==> src/rtl/alu_op_issuer.sv <==
// alu_op_issuer: initiator for the 4-bit ALU operand/control interface.
// Accepts one command at a time, launches registered operands/control into
// the ALU, waits SETTLE_CYC cycles, captures {ResH,ResL} plus flags and
// returns them on a valid/ready response port.
// Optional build macro ALU_OP_ISSUER_STATS_EN adds saturating ov_count and
// zero_count outputs; without it those ports and counters do not exist.
module alu_op_issuer #(
    parameter int SETTLE_CYC = 2,   // launch-to-capture distance, 1..15
    parameter int CNT_W      = 8
) (
    input  logic              clk,
    input  logic              rst_n,
    input  logic              cmd_valid,
    output logic              cmd_ready,
    input  logic [1:0]        cmd_op,
    input  logic signed [3:0] cmd_a,
    input  logic signed [3:0] cmd_b,
    output logic              Ctrl1,
    output logic              Ctrl0,
    output logic signed [3:0] A,
    output logic signed [3:0] B,
    input  logic [3:0]        ResH,
    input  logic [3:0]        ResL,
    input  logic              Zero,
    input  logic              Overflow,
    input  logic              Cout,
    output logic              rsp_valid,
    input  logic              rsp_ready,
    output logic [7:0]        rsp_res,
    output logic              rsp_zero,
    output logic              rsp_ov,
    output logic              rsp_cout,
    output logic [1:0]        rsp_op,
    output logic [CNT_W-1:0]  op_count
`ifdef ALU_OP_ISSUER_STATS_EN
    ,
    output logic [7:0]        ov_count,
    output logic [7:0]        zero_count
`endif
);

    typedef enum logic [1:0] {
        S_IDLE = 2'd0,
        S_WAIT = 2'd1,
        S_RESP = 2'd2
    } state_t;

    localparam logic [3:0]       SETTLE_LD = 4'(SETTLE_CYC);
    localparam logic [CNT_W-1:0] CNT_ONE   = 1;

    state_t     state;
    state_t     nxt;
    logic [3:0] wait_cnt;
    logic       accept;
    logic       capture;
    logic       rsp_hs;

    assign accept  = cmd_valid && cmd_ready;
    assign capture = (state == S_WAIT) && (wait_cnt == 4'd1);
    assign rsp_hs  = rsp_valid && rsp_ready;

    // State register
    always_ff @(posedge clk) begin
        if (!rst_n) state <= S_IDLE;
        else        state <= nxt;
    end

    // Next-state logic: IDLE -> WAIT on accept, WAIT -> RESP on the capture edge,
    // RESP -> IDLE on the response handshake
    always_comb begin
        nxt = state;
        case (state)
            S_IDLE:  if (cmd_valid)       nxt = S_WAIT;
            S_WAIT:  if (wait_cnt == 4'd1) nxt = S_RESP;
            S_RESP:  if (rsp_ready)       nxt = S_IDLE;
            default:                      nxt = S_IDLE;
        endcase
    end

    // Handshake outputs; cmd_ready is held low while reset is asserted
    always_comb begin
        cmd_ready = (state == S_IDLE) && rst_n;
        rsp_valid = (state == S_RESP);
    end

    // Operand launch, settle countdown, result capture and completion count.
    // ALU-side outputs keep the last launched values until the next accept.
    always_ff @(posedge clk) begin
        if (!rst_n) begin
            Ctrl1    <= 1'b0;
            Ctrl0    <= 1'b0;
            A        <= '0;
            B        <= '0;
            rsp_op   <= 2'b00;
            wait_cnt <= 4'd0;
            rsp_res  <= 8'h00;
            rsp_zero <= 1'b0;
            rsp_ov   <= 1'b0;
            rsp_cout <= 1'b0;
            op_count <= '0;
        end else begin
            if (accept) begin
                Ctrl1    <= cmd_op[1];
                Ctrl0    <= cmd_op[0];
                A        <= cmd_a;
                B        <= cmd_b;
                rsp_op   <= cmd_op;
                wait_cnt <= SETTLE_LD;
            end else if (state == S_WAIT) begin
                wait_cnt <= wait_cnt - 4'd1;
            end
            if (capture) begin
                rsp_res  <= {ResH, ResL};
                rsp_zero <= Zero;
                rsp_ov   <= Overflow;
                rsp_cout <= Cout;
            end
            if (rsp_hs) op_count <= op_count + CNT_ONE;
        end
    end

`ifdef ALU_OP_ISSUER_STATS_EN
    function automatic logic [7:0] sat_inc(input logic [7:0] v);
        return (v == 8'hFF) ? v : v + 8'd1;
    endfunction

    // Saturating flag statistics, counted at each response handshake
    always_ff @(posedge clk) begin
        if (!rst_n) begin
            ov_count   <= 8'h00;
            zero_count <= 8'h00;
        end else if (rsp_hs) begin
            if (rsp_ov)   ov_count   <= sat_inc(ov_count);
            if (rsp_zero) zero_count <= sat_inc(zero_count);
        end
    end
`endif

endmodule

==> config.mk <==
export PLATFORM = sky130hd
export DESIGN_NAME = alu_op_issuer
export DESIGN_NICKNAME = d
export VERILOG_FILES = /design/src/rtl/alu_op_issuer.sv
export SDC_FILE = /design/constraint.sdc
export NUM_CORES = 1
export LEC_CHECK = 0
export BUFFER_PORTS_ARGS = -buffer_cell sky130_fd_sc_hd__buf_2
export CORE_AREA = 2 2 53 105
export DETAILED_ROUTE_END_ITERATION = 10
export DIE_AREA = 0 0 55 107
export PLACE_DENSITY = 0.51
export SLEW_MARGIN = 40
export SYNTH_ARGS = -nofsm -noshare
export SYNTH_HDL_FRONTEND = slang
export SYNTH_SLANG_ARGS = --single-unit
==> constraint.sdc <==
create_clock -name clk -period 1.57 [get_ports clk]
set_input_delay 0.2355 -clock clk [delete_from_list [all_inputs] [get_ports clk]]
set_output_delay 0.2355 -clock clk [all_outputs]
set_load 0.05 [all_outputs]
==> results.toml, run 1 <==
[synthesis]
synthSimpleGateAreaFrac_pct = 23.77
ys_types = 34
synth_top_family_by_area = "simple AND/OR/NAND/NOR gates"
synthMuxAreaShare_pct = 0.6791
ys_seq_elements = 35
synthArstFlopShare_pct = 0
syn_nets = 201
yosysSeqAreaShare_pct = 47.54
ys_warn_count = 0
synth_edf_count = 0
synth_compound_area_share_pct = 18.25
synth_xor_area_share_pct = 1.188
synth_fa_ha_area_share_pct = 2.547
synth.avg_cell_area_sq_um = 8.520
synth_ff_type = "dfxtp_1"
synth_area_sq_um = 1474
syn_inst = 173

[power]
combPwrFrac_pct = 19.2
p_sw_uw = 613.8
leakage_nw = 0.8405
peakVddDrop_mv = 0.5671
p_int_mw = 1.403
clkPwrFrac_pct = 32.4
swShare_pct = 30.43
seq_power_share_pct = 48.4
pwr_density_cell_nw_per_um2 = 1064

[clock_tree]
cts.repair.resized = 0
htree_levels = 2
postCtsSetupBuffers = 0
hold_buffers = 0
cts_made_buffers = 5
clock_path_buffers = 2
clk_latency_ps = 290
cts.clk_slew.worst_paths_ps = 70
cts_tree = "done"
cts-root-buf = "clkbuf_8"
cts_sinks = 35

[critical_path]
critPathLaunchType = "register"
path_max_fanout = 6
r2r_setup_slack_ps = 170
arrival_ps = 1240
worstPathRequired_ps = 1330
cp-end-kind = "output pin"
crit_type = "register to output pin"

[die]
start_util_pct = 28.94
fp.coreArea_sq_um = 5092
rows = 37
die_y_um = 107
die_w_um = 55
die-area_sq_um = 5885
io_pins = 58

[timing]
hold_viol = 0
fin_skew_ps = 7.413
post-route-period-util_pct = 94.22
worst_pin_slew_ps = 380.7
maxSlewHeadroom_pct = 74.62
rsz0062_at_grt = "false"
setup_viol = 0
tns_ps = 0
period_needed_ps = 1479
max_freq_ghz = 0.6760
slew_violations = 0

[routing]
totalWireLength_um = 3551
first_pass_iters = 4
vias = 1378
vias_per_cell = 4.818
antenna_left = 0
avgRoutedWirePerCell_um = 12.42
drc = 0
drtIter0Drc = 7

[cells_and_area]
synthToLayoutAreaGrowth_pct = 28.61
nets = 256
final_cell_mix = "buf_2 (57), dfxtp_1 (31), nand2_1 (27), o21ai_0 (25), a21oi_1 (18)"
layout_commonest_cell = "buf_2"
drive_gt1_share_pct = 35.09
antennaDiodeCount = 0
fin_area_sq_um = 1896
fill_cells = 555

[run_status]
outcome = "finished, final reports clean"

[global_route]
overflow = 0
grt_max_degree = 25
grt.total_usage_pct = 13.28
grt_pass1_wl_um = 5637
grt_pass1_vias = 1273
antenna_found_initial = 0

[placed_design]
io_buffer_count = 57
place.gp.congestion = 0.7598
hpwl_um = 2617
place_area_sq_um = 1804

[min_path]
min_path_type = "primary input to register"

[run]
cap_violations = 0
kinds of logic after synthesis:
group                    after synthesis
AND/OR/NAND/NOR                       64
AO/OA/AOI/OAI                         50
flip-flops                            35
buffers and inverters                 18
adder cells (fa/ha/maj)                3
XOR/XNOR                               2
multiplexers                           1
cell type report:
type / instances / area [sq um] / area share [%]
Clock buffer: 6 / 82.58 / 4.356
Clock inverter: 1 / 5.005 / 0.2640
Inverter: 4 / 15.01 / 0.7921
Multi-Input combinational cell: 120 / 691.9 / 36.50
Sequential cell: 35 / 705.7 / 37.23
Tap cell: 58 / 72.57 / 3.828
Timing Repair Buffer: 62 / 322.8 / 17.03
power by group through the flow:
stage / registers [mW] / clock network [mW] / logic (mW)
6_report: 0.975 / 0.654 / 0.388
5_1_grt: 0.982 / 0.719 / 0.422
4_1_cts: 0.975 / 0.686 / 0.391
3_5_place_dp: 0.993 / 0 / 0.390
3_3_place_gp: 0.994 / 0 / 0.388
2_1_floorplan: 1.08 / 0 / 0.197
synth_stat cells (all sizes together), types with 2 or more instances:
cell,instances,area (sq um)
nand4b,2,32.53
nand3,11,55.05
a21oi,18,90.09
ha,3,37.54
nand2,27,101.4
xor2,2,17.52
clkbuf,8,30.03
nand3b,3,22.52
nor3,2,10.01
nand4,2,12.51
buf,6,43.79
nor3b,2,15.01
nor2b,2,15.02
or4,2,15.01
or3,3,18.77
dfxtp,35,700.7
o31ai,2,15.01
o21ai,25,125.1
nor2,4,15.01
inv,4,15.01
worst max-delay path, cell delays in order (launching register included):
cell	delay, ps
dfxtp_1	360
buf_4	180
nor3_2	140
buf_2	280
layer usage:
layer | wire length (um) | track usage (%) | vias to the layer above
li1 | - | - | 712
met1 | 1348 | 14.30 | 621
met2 | 1904 | 21.94 | 40
met3 | 215 | 3.482 | 5
met4 | 82 | 7.840 | 0
met5 | 0 | 0 | -
per-stage QoR:
step / power [mW] / hold WS (ps) / std cells / util, % / setup WS [ps]
floorplan: 1.280 / 344.1 / 173 / - / 74.70
global placement: 1.382 / 431.0 / 279 / 35.43 / 120.2
detailed placement: 1.383 / 435.2 / 279 / 35.43 / 86.06
CTS: 2.052 / 129.7 / 286 / 37.15 / 12.37
global route: 2.123 / 139.9 / 286 / 37.22 / 7.684
finish: 2.017 / 139.6 / 286 / 37.22 / 90.78
sequential cells by signal, indices dropped and copies added (netlist names):
register and cells:
rsp_res 8, rsp_op 1, Ctrl1 1, op_count 8, A 4, wait_cnt 4
state 2, rsp_zero 1, rsp_cout 1, rsp_ov 1, B 4
worst paths after layout:
| check | from | endpoint | depth (start not counted) |
|---|---|---|---|
| max | state[1] | cmd_ready | 3 |
| min | cmd_b[1] | B[1] | 3 |
| max reg2reg | wait_cnt[0] | rsp_res[0] | 4 |
| min reg2reg | B[1] | B[1] | 2 |
Note: power is estimated with default switching activity, not from simulation.
==> run 2, diff against run 1 <==
CAP_MARGIN = 25   (was unset)
clock period = 1.9 ns   (was 1.57 ns; I/O delays follow)
==> run 2 against run 1 <==
  * Count of clock-buffer cells in the layout unchanged
  * Register-to-register slack improved by 210 ps
  * Critical endpoint is now rsp_valid
  * Design area decreased by 1.6%
  * Critical path type unchanged
==> results.toml, run 2 (synthesis gave the netlist of run 1 again) <==
[clock_tree]
postCtsSetupBuffers = 0
cts_sinks = 35
cts_tree = "done"
clock_path_buffers = 2
hold_buffers = 0
cts_made_buffers = 5
cts.repair.resized = 0
htree_levels = 2
clk_latency_ps = 280
cts-root-buf = "clkbuf_8"
cts.clk_slew.worst_paths_ps = 70

[routing]
totalWireLength_um = 3704
first_pass_iters = 4
drc = 0
vias = 1406
antenna_left = 0
avgRoutedWirePerCell_um = 13.00
drtIter0Drc = 15
vias_per_cell = 4.933

[critical_path]
crit_type = "register to output pin"
arrival_ps = 1330
worstPathRequired_ps = 1620
r2r_setup_slack_ps = 380
path_max_fanout = 10
crit_buf_inv = 1
ff2ff_path_depth = 3
worstReg2RegStart = "state[1]"
slowest_delay_ps = 560
cp_top_family = "flip-flops"
crit_path_cell_trace = "and2b_2 > buf_2"
cp-end-kind = "output pin"
reg2reg_to = "op_count[7]"
critPathLaunchType = "register"
slowest_stage = "dfxtp_1"

[run_status]
outcome = "finished, final reports clean"

[cells_and_area]
synthToLayoutAreaGrowth_pct = 26.57
fill_cells = 576
antennaDiodeCount = 0
reg_top3 = "op_count (8), rsp_res (8)"
multi_input_comb_area_sq_um = 684.4
final_cell_mix = "buf_2 (57), dfxtp_1 (35), nand2_1 (27), o21ai_0 (25), a21oi_1 (18)"
regArea_sq_um = 700.7
drive_gt1_share_pct = 31.72
layout_commonest_cell = "buf_2"
nets = 254

[global_route]
met1_usage_pct = 14.71
overflow = 0
grt_max_degree = 25
met2_usage_pct = 23.04
antenna_found_initial = 0
grt.busiest_layer = "met2"
grt_pass1_vias = 1293
grt_pass1_wl_um = 5878
grt.total_usage_pct = 13.62
grt_util_met3_pct = 3.760

[min_path]
hp-start = "cmd_op[0]"
min_path_type = "primary input to register"
min_to = "rsp_op[0]"
min_path_cells = 3

[die]
rows = 37
die_w_um = 55
fp.coreArea_sq_um = 5092
die_y_um = 107
die-area_sq_um = 5885
io_pins = 58
start_util_pct = 28.94

[timing]
setup_viol = 0
whs_ps = 194.8
fin_skew_ps = 3.578
post-route-period-util_pct = 85.10
hold_viol = 0
max_freq_ghz = 0.6185
worst_pin_slew_ps = 388.5
slew_violations = 0
period_needed_ps = 1617
rsz0062_at_grt = "false"
tns_ps = 0
maxSlewHeadroom_pct = 74.06

[placed_design]
place.gp.congestion = 0.7096
hpwl_um = 2669
io_buffer_count = 57

[power]
swShare_pct = 31.46
p_int_mw = 1.123
combPwrFrac_pct = 19.2
pwr_density_cell_nw_per_um2 = 878.4
peakVddDrop_mv = 0.4931
p_sw_uw = 515.6
seq_power_share_pct = 49.0
leakage_nw = 0.8177
clkPwrFrac_pct = 31.7

[run]
cap_violations = 0
-- run 2: power by group through the flow --
stage | logic, mW | registers (mW) | clock network (mW)
4_1_cts | 0.320 | 0.804 | 0.550
2_1_floorplan | 0.162 | 0.895 | 0
6_report | 0.315 | 0.803 | 0.520
3_5_place_dp | 0.319 | 0.821 | 0
5_1_grt | 0.348 | 0.810 | 0.576
3_3_place_gp | 0.320 | 0.820 | 0
-- run 2: metrics by stage --
stage / instance area, sq um / std cells / setup slack (ps) / util, % / power [mW]
floorplan: 1474 / 173 / 94.32 / - / 1.056
global placement: 1780 / 277 / 421.7 / 34.96 / 1.139
detailed placement: 1780 / 277 / 412.1 / 34.96 / 1.140
CTS: 1866 / 285 / 260.1 / 36.63 / 1.674
global route: 1866 / 285 / 178.5 / 36.63 / 1.735
finish: 1866 / 285 / 283.1 / 36.63 / 1.639
-- run 2: worst max path at each step --
stage	startpoint	to	slack (ps)	cells past startpoint
after floorplan	state[1]	cmd_ready	90	2
after global placement	wait_cnt[1]	rsp_res[7]	420	5
after detailed placement	wait_cnt[1]	rsp_res[2]	410	5
after CTS	state[1]	rsp_valid	260	2
after global routing	wait_cnt[1]	rsp_res[2]	180	5
final	state[1]	rsp_valid	280	2
-- run 2: layout make-up --
| type | instances | share of cell area [%] |
|---|---|---|
| Clock inverter | 2 | 0.6707 |
| Inverter | 4 | 0.8048 |
| Multi-Input combinational cell | 120 | 36.69 |
| Sequential cell | 35 | 37.56 |
| Timing Repair Buffer | 60 | 16.50 |
| Clock buffer | 6 | 3.890 |
| Tap cell | 58 | 3.890 |
-- run 2: worst reg2reg max path, cell delays in order (launching register included) --
cell and delay (ps):
dfxtp_1 560, nand4b_4 210, or4_1 540, a21oi_1 150
-- run 2: per-layer routing --
| layer | vias up | part of all wire, % |
|---|---|---|
| met1 | 648 | 38 |
| met3 | 6 | 6.6 |
| met5 | - | 0 |
| met4 | 0 | 2.0 |
| met2 | 47 | 53 |
| li1 | 705 | - |
==> run 3, diff against run 2 <==
ABC_CLOCK_PERIOD_IN_PS = 1900   (was unset)
REMOVE_ABC_BUFFERS = 1   (was unset)
SETUP_SLACK_MARGIN = 0.05   (was unset)
==> run 3 against run 2 <==
  * Via count is 1.8% lower
  * Sequential share of layout area is 0.15 points lower
  * Register-to-register slack about the same
  * Utilization increased by 0.15 points
  * Largest power group unchanged
  * Combinational power about the same
  * Largest cell class unchanged
  * Clock skew is 2.6 ps higher
  * Design area is 0.40% higher
  * Count of clock-buffer cells in the layout unchanged
  * Total power up 0.41%
  * Critical path depth is the same
==> results.toml, run 3 (synthesis gave the netlist of run 1 again) <==
[run_status]
outcome = "finished, final reports clean"

[clock_tree]
cts_tree = "done"
clock_path_buffers = 2
cts_made_buffers = 5
cts.repair.resized = 0
hold_buffers = 0
clk_latency_ps = 290
cts_sinks = 35
cts.clk_slew.worst_paths_ps = 70
htree_levels = 2
cts-root-buf = "clkbuf_8"
postCtsSetupBuffers = 0

[power]
seq_power_share_pct = 48.8
leakage_nw = 0.8230
clkPwrFrac_pct = 32.0
peakVddDrop_mv = 0.6241
p_sw_uw = 519.7
pwr_density_cell_nw_per_um2 = 878.4
p_int_mw = 1.126
swShare_pct = 31.58
combPwrFrac_pct = 19.2
finalPower_mw = 1.645

[cells_and_area]
final_core_util_pct = 36.78
layout_commonest_cell = "buf_2"
fill_cells = 570
reg_top3 = "op_count (8), rsp_res (8)"
regArea_sq_um = 700.7
nets = 255
drive_gt1_share_pct = 32.02
synthToLayoutAreaGrowth_pct = 27.08
multi_input_comb_area_sq_um = 684.4
antennaDiodeCount = 0
final_cell_mix = "buf_2 (57), dfxtp_1 (35), nand2_1 (27), o21ai_0 (25), a21oi_1 (18)"

[routing]
drtIter0Drc = 12
first_pass_iters = 4
vias = 1381
vias_per_cell = 4.829
drc = 0
totalWireLength_um = 3526
avgRoutedWirePerCell_um = 12.33
antenna_left = 0

[die]
fp.coreArea_sq_um = 5092
die_w_um = 55
rows = 37
die-area_sq_um = 5885
die_y_um = 107
io_pins = 58
start_util_pct = 28.94

[timing]
max_freq_ghz = 0.6326
tns_ps = 0
fin_skew_ps = 6.142
slew_violations = 0
worst_pin_slew_ps = 455.7
setup_viol = 0
rsz0062_at_grt = "false"
maxSlewHeadroom_pct = 69.55
whs_ps = 188.8
hold_viol = 0
post-route-period-util_pct = 83.20
period_needed_ps = 1581

[placed_design]
place.gp.congestion = 0.7488
io_buffer_count = 57
hpwl_um = 2579

[global_route]
antenna_found_initial = 0
grt_max_degree = 25
grt_pass1_vias = 1236
grt.total_usage_pct = 13.00
grt_pass1_wl_um = 5533
overflow = 0

[critical_path]
crit_buf_inv = 1
arrival_ps = 1300
worstReg2RegStart = "wait_cnt[1]"
critPathLaunch = "state[1]"
cp_top_family = "flip-flops"
slowest_stage = "dfxtp_1"
cp-end-kind = "output pin"
crit_type = "register to output pin"
crit_path_cell_trace = "and2b_2 > buf_2"
critPathLaunchType = "register"
slowest_delay_ps = 530
worstPathRequired_ps = 1620
path_max_fanout = 10

[run]
cap_violations = 0

[min_path]
hp-start = "cmd_a[1]"
min_path_type = "primary input to register"
run 3: power groups by stage:
stage	combinational, mW	sequential (mW)	clock (mW)
finish	0.316	0.803	0.527
global route	0.344	0.809	0.589
CTS	0.321	0.803	0.555
global placement	0.321	0.820	0
detailed placement	0.320	0.820	0
floorplan	0.117	0.913	0
run 3: metal layers:
metal / vias up / part of all wire [%] / GRT usage (%)
li1: 708 / - / -
met1: 632 / 39 / 14.19
met2: 36 / 54 / 21.34
met3: 5 / 5.4 / 4.178
met4: 0 / 2.1 / 6.620
met5: - / 0 / 0
run 3: worst paths after layout:
path,slack (ps),depth (start not counted),to
setup / recovery,320,2,rsp_valid
hold / removal,190,3,A[1]
setup reg to reg,390,5,rsp_zero
hold reg to reg,460,2,A[3]
run 3: layout make-up:
type                            instances  area share [%]
Clock buffer                            6           3.874
Clock inverter                          2          0.6680
Inverter                                4          0.8016
Multi-Input combinational cell        120           36.54
Sequential cell                        35           37.41
Tap cell                               58           3.874
Timing Repair Buffer                   61           16.83
run 3: worst min-delay path, cell delays in order:
cell and delay, ps:
buf_2 70, nand2_1 30, o21ai_0 50
run 3: metrics by stage:
step	setup slack (ps)	instance area, sq um	instances
final	319.3	1873	286
after detailed placement	403.9	1788	278
after global routing	215.4	1873	286
after floorplan	6.292	1400	159
after global placement	386.4	1788	278
after CTS	299.0	1873	286
